### src/rtl/bus_arbiter8.sv
// bus_arbiter8: round-robin 8-way bus arbiter with bounded tenure and registered mux select
module bus_arbiter8 #(
  parameter int MAX_HOLD = 4
) (
  input  logic       clk,
  input  logic       reset,
  input  logic [7:0] req,
  input  logic [7:0] last,
  output logic [7:0] gnt,
  output logic [2:0] sel,
  output logic       bus_valid
);
  typedef enum logic {IDLE, GRANT} state_t;
  state_t state_q, state_d;
  logic [2:0] ptr_q, ptr_d, g_q, g_d, pick;
  logic [7:0] gnt_q, gnt_d, cnt_q, cnt_d, rot;
  logic rel;
  always_comb begin
    rot = 8'({req, req} >> ptr_q);
    pick = '0;
    for (int i = 7; i >= 0; i--) if (rot[i]) pick = ptr_q + 3'(i);
  end
  assign bus_valid = (state_q == GRANT) && req[g_q];
  // a withdrawn request releases without counting a transfer
  assign rel = (state_q == GRANT) && (!req[g_q] || last[g_q] || cnt_q == 8'(MAX_HOLD - 1));
  always_comb begin
    state_d = (state_q == IDLE) ? ((|req) ? GRANT : IDLE) : (rel ? IDLE : GRANT);
    g_d = (state_q == IDLE && |req) ? pick : g_q;
    gnt_d = (state_d == GRANT) ? 8'(1) << g_d : '0;
    cnt_d = (state_q == GRANT && !rel) ? cnt_q + 8'd1 : '0;
    ptr_d = rel ? g_q + 3'd1 : ptr_q;
  end
  always_ff @(posedge clk) begin
    if (reset) begin
      state_q <= IDLE;
      gnt_q <= '0;
      g_q <= '0;
      ptr_q <= '0;
      cnt_q <= '0;
    end else begin
      state_q <= state_d;
      gnt_q <= gnt_d;
      g_q <= g_d;
      ptr_q <= ptr_d;
      cnt_q <= cnt_d;
    end
  end
  assign gnt = gnt_q;
  assign sel = g_q;
endmodule

### config.mk
export PLATFORM = sky130hd
export DESIGN_NAME = bus_arbiter8
export DESIGN_NICKNAME = d
export VERILOG_FILES = /design/src/rtl/bus_arbiter8.sv
export SDC_FILE = /design/constraint.sdc
export NUM_CORES = 1
export LEC_CHECK = 0
export BUFFER_PORTS_ARGS = -buffer_cell sky130_fd_sc_hd__clkbuf_2
export CAP_MARGIN = 5
export CELL_PAD_IN_SITES_DETAIL_PLACEMENT = 1
export CELL_PAD_IN_SITES_GLOBAL_PLACEMENT = 1
export CORE_MARGIN = 5
export CORE_UTILIZATION = 30
export DETAILED_ROUTE_END_ITERATION = 6
export PLACE_DENSITY_LB_ADDON = 0.3
export SYNTH_ARGS = -nofsm -noshare
export SYNTH_HDL_FRONTEND = slang
export SYNTH_SLANG_ARGS = --single-unit
### constraint.sdc
create_clock -name clk -period 5 [get_ports clk]
set_clock_uncertainty 0.1 [all_clocks]
set_input_delay 0.5 -clock clk [delete_from_list [all_inputs] [get_ports clk]]
set_output_delay 0.5 -clock clk [all_outputs]
set_load 0.01 [all_outputs]
# Word level (Yosys, flattened, before mapping)
# Index checks and enable logic that the tools add are counted.
# classes
addsub,9
order_cmp,1
n_eq_ne,1
shifts,2
mux,16
bitwise_logic,3
n_reduce_logical,11
# op_table
cell,n
2-to-1 mux 3 bit,9
>> shifter 16 x 3 -> 8 bit,1
adder 3 bit (second input constant),4
adder 8 x 1 -> 8 bit (second input constant),1
== test 8 x 2 -> 1 bit (second input constant),1
OR reduction 8 bit,1
left shift 1 x 3 -> 8 bit (first input constant),1
adder 3 x 1 -> 3 bit (second input constant),2
adder 3 x 2 -> 3 bit (second input constant),2
binary-select mux 1 bit (select 3 bit),2
2-to-1 mux 1 bit,5
logical AND 1 bit,4
< comparator 3 x 4 -> 1 bit (second input constant),1
OR reduction 2 bit,2
inverter 1 bit,3
zero test 1 bit,2
logical OR 1 bit,2
# word_totals
register_bits,23
inputBits,18
out_inout_bits,12
wordCells,48

# Longest topological paths before layout
# logic_depth
ltp_word,11
mapped_depth,12
mapped_depth_nobuf,9

# Worst setup path after synthesis
# OpenSTA, ideal clock, no wires.
# synth_path
kind,input -> register
startpoint,input req[2]
endpoint,register gnt_q[3] (netlist: gnt[3])
setup_ns,0.064
arrival_ns,2.308
required_ns,4.836
slack_ns,2.527
stages,8
path_buffers,1
path_cell_list,clkbuf_2 -> mux4_2 -> nor2b_4 -> mux2_4 -> a2111oi_4 -> a2111oi_4 -> or2_1 -> nor2_1
# synth_between
elab_chain_cells,11
word_cells_on_any_way,24
classes_between,2 x shift; 14 x mux; 1 x bitwise; 7 x reduce/logical
# synth_rtl
item,line_no,rtl
"start, declared",7,"input logic [7:0] req,"
>> shifter 16 x 3 -> 8 bit,19,"rot = 8'({req, req} >> ptr_q);"
2-to-1 mux 3 bit (8 in series),21,for (int i = 7; i >= 0; i--) if (rot[i]) pick = ptr_q + 3'(i);
2-to-1 mux 3 bit,28,g_d = (state_q == IDLE && |req) ? pick : g_q;
left shift 1 x 3 -> 8 bit,29,gnt_d = (state_d == GRANT) ? 8'(1) << g_d : '0;
"end signal, assigned",42,gnt_q <= gnt_d;
"end, declared",16,"logic [7:0] gnt_q, gnt_d, cnt_q, cnt_d, rot;"
# Parallel ways exist; a longest one is shown, timed or not. The select of a mux whose other input is x is not followed.
# A chain may end at the register's enable or synchronous reset.

# Worst setup path after layout
# layout_path
startpoint,register ptr_q[0]
endpoint,register gnt_q[2] (netlist: gnt[2])
# layout_between
elab_chain_cells,11
word_cells_on_any_way,18
classes_between,7 x add/sub; 2 x shift; 9 x mux
# layout_rtl
item,line_no,rtl
"start, declared",15,"logic [2:0] ptr_q, ptr_d, g_q, g_d, pick;"
"start signal, assigned",44,ptr_q <= ptr_d;
adder 3 bit or >> shifter 16 x 3 -> 8 bit (tied branches),"21, 19",
2-to-1 mux 3 bit (7 in series),21,
2-to-1 mux 3 bit (*),21,
2-to-1 mux 3 bit (*),28,
left shift 1 x 3 -> 8 bit (*),29,
# Mark *: on every way between the ends. The rest lies on a longest branch, timed or not.

==> metrics.md <==
| Metric | Value |
|---|---|
| Placed inst area | `2180 um^2` |
| Worst-Margin Slew | `0.871 ns` |
| Max FO, Critical Path | `19` |
| Num rows | `30` |
| CTS Sinks | `23` |
| WL/cell | `16.8 um` |
| TNS Setup | `0 ns` |
| GRT Total Usage | `0.128` |
| Yosys reg bits | `23` |
| PwrDens | `508 nW/um^2` |
| Post-route cell area | `2220 um^2` |
| Starting DRC count in detailed routing | `63` |
| Final wirelength | `5230 um` |
| Synth warn | `0` |
| Crit end category | `register` |
| CTS root buf | `clkbuf_8` |
| Clock insertion delay at the later pin of the skew report | `0.26 ns` |
| Register area share after synthesis | `0.227` |
| Starting Density | `0.304` |
| RD Place Congestion | `0.754` |
| Flop pwr share | `0.278` |
| Vias in the first global route | `1783` |
| Nets@finish | `255` |
| Post_cts resized | `0` |
| Status | `finished clean` |
| Fraction of registers with async set/reset | `0` |
| I/O pins | `30` |
| Die span in x | `92.2 um` |
| Buffers added on ports | `29` |
| Remaining antenna violation count | `0` |
| Achievable Freq | `308 MHz` |
| Clock Power Share | `0.102` |
| H-tree levels | `1` |
| Fin. max-slew vios | `0` |
| Num CTS Buffers | `3` |
| Syn-to-layout area delta | `9.69%` |
| Most frequent cells in the layout | `nor2_1 (32), clkbuf_2 (29), dfxtp_1 (23)` |
| Ys flop type | `dfxtp_1` |
| Critical path type | `reg -> reg` |
| Final setup violation count | `0` |
| Leakage power | `0.833 nW` |
| Distinct cell type count after synthesis | `57` |
| DR pass1 iterations | `4` |
| Largest net degree at the start of global routing | `23` |
| GRT overflow | `0` |
| WP data arrival | `3.29 ns` |
| Slew HR | `0.418` |
| Pre-CTS WS | `1.75 ns` |
| Reg clk slew, reported paths | `0.08 ns` |
| Sw Share | `0.463` |
| Syn_area_per_cell | `9.39 um^2` |
| Inserted Diodes | `0` |
| DRC violations left | `0` |
| DR vias/cell | `5.47` |
| Final WS setup | `1.76 ns` |
| First-pass GRT wire length | `8910 um` |
| Hold Vio Cnt, Final | `0` |
| WP data required | `5.05 ns` |
| Ratio of cells with drive above 1 in the final layout | `0.254` |
| CP Launch Type | `register` |
| Synth Cell Area | `2030 um^2` |
| Post-CTS Hold Buffers | `0` |
| Max cap viols | `0` |
| Antenna violations before repair | `0` |
| Tmin final | `3.24 ns` |
| CTS tree | `done` |
| Routed via count | `1708` |
| Worst min path class | `reg -> reg` |
| Die Span Y | `92.2 um` |
| Setup bufs post-CTS | `0` |
| HPWL Detailed | `3940 um` |
| Pint | `0.000607 W` |
| Core outline area | `6680 um^2` |
| Synth Net Count | `238` |
| Combinational power share | `0.620` |
| RSZ-0062 raised after global routing | `false` |
| Die area | `8510 um^2` |
| Sw Pwr | `0.000522 W` |
| Most common cell after layout, fill and taps aside | `nor2_1` |
| Peak VDD IR | `0.000175 V` |
| Syn Inst Count | `216` |
| Clk buf depth | `2` |
| Final period util | `0.649` |
| Post-synth EDFFs | `0` |
| Design Power | `0.00113 W` |
-- metal layers --
| layer | wire length (um) | up-vias | GRT usage |
|---|---|---|---|
| li1 | - | 828 | - |
| met1 | 2470 | 835 | 0.177 |
| met2 | 2540 | 41 | 0.212 |
| met3 | 174 | 4 | 0.0205 |
| met4 | 43 | 0 | 0.0235 |
| met5 | 0 | - | 0 |
-- per-stage QoR --
step           utilization  instances  hold slack [ns]
4_1_cts              0.333        312            0.380
3_3_place_gp         0.326        308            0.346
5_1_grt              0.333        312            0.428
2_1_floorplan            -        216            0.326
6_report             0.333        312            0.375
3_5_place_dp         0.326        308            0.361
-- cell type report --
type	instances	area (um^2)
Fill cell	798	4460
Timing Repair Buffer	30	153
Tap cell	80	100
Sequential cell	23	460
Clock buffer	3	41.3
Inverter	6	22.5
Multi-Input combinational cell	169	1440
Clock inverter	1	5.00
-- worst max-delay path, stage by stage, from the launching register on --
cell and delay (ns):
dfxtp_1 0.89, clkinv_1 0.48, ha_1 0.46, and2_1 0.15, o41ai_1 0.26, o2111ai_1 0.18
a31oi_1 0.37, nand2b_1 0.18, nor2_1 0.05
-- path summary, 6_finish.rpt --
check | to | slack (ns) | start | cells past startpoint
hold / removal | cnt_q[0]$_SDFF_PP0_ | 0.38 | cnt_q[0]$_SDFF_PP0_ | 1
setup / recovery | gnt[2]$_SDFF_PP0_ | 1.76 | ptr_q[0]$_SDFFE_PP0P_ | 8
hold reg to reg | cnt_q[0]$_SDFF_PP0_ | 0.38 | cnt_q[0]$_SDFF_PP0_ | 1
setup reg to reg | gnt[2]$_SDFF_PP0_ | 1.76 | ptr_q[0]$_SDFFE_PP0P_ | 8
-- power groups by stage --
stage | sequential (W) | clock, W | combinational [W]
after global routing | 0.000328 | 0.000129 | 0.000771
after CTS | 0.000317 | 0.000119 | 0.000705
after global placement | 0.000320 | 0 | 0.000697
final | 0.000315 | 0.000115 | 0.000700
after floorplan | 0.000262 | 0 | 0.000608
after detailed placement | 0.000322 | 0 | 0.000702
-- cells by family (layout without fill, tap and decap cells) --
group	after synthesis	in the layout	share of synthesized area
AO/OA/AOI/OAI	43	43	0.173
XOR/XNOR	7	7	0.0302
adder cells (fa/ha/maj)	4	4	0.0247
buffers and inverters	24	40	0.0617
flip-flops	23	23	0.227
multiplexers	33	33	0.281
AND/OR/NAND/NOR	82	82	0.202
-- registers in the layout, summed over array words and instances (netlist names) --
| register | cells |
|---|---|
| cnt_q | 8 |
| ptr_q | 3 |
| gnt | 8 |
| state_q | 1 |
| sel | 3 |
-- synthesized netlist by cell type (4+ instances only) --
library cell,n,area (um^2)
nor2_1,32,120
dfxtp_1,23,460
mux4_2,16,360
nand2_1,15,56.3
mux2i_1,12,120
clkbuf_1,8,30.0
buf_2,6,30.0
o21ai_0,6,30.0
a21oi_1,5,25.0
inv_1,5,18.8
nor3_1,5,25.0
ha_1,4,50.1
nand2b_1,4,25.0
nand3_1,4,20.0
nor2b_1,4,25.0
xor2_1,4,35.0
No activity file was read; power rests on OpenSTA's default activity.
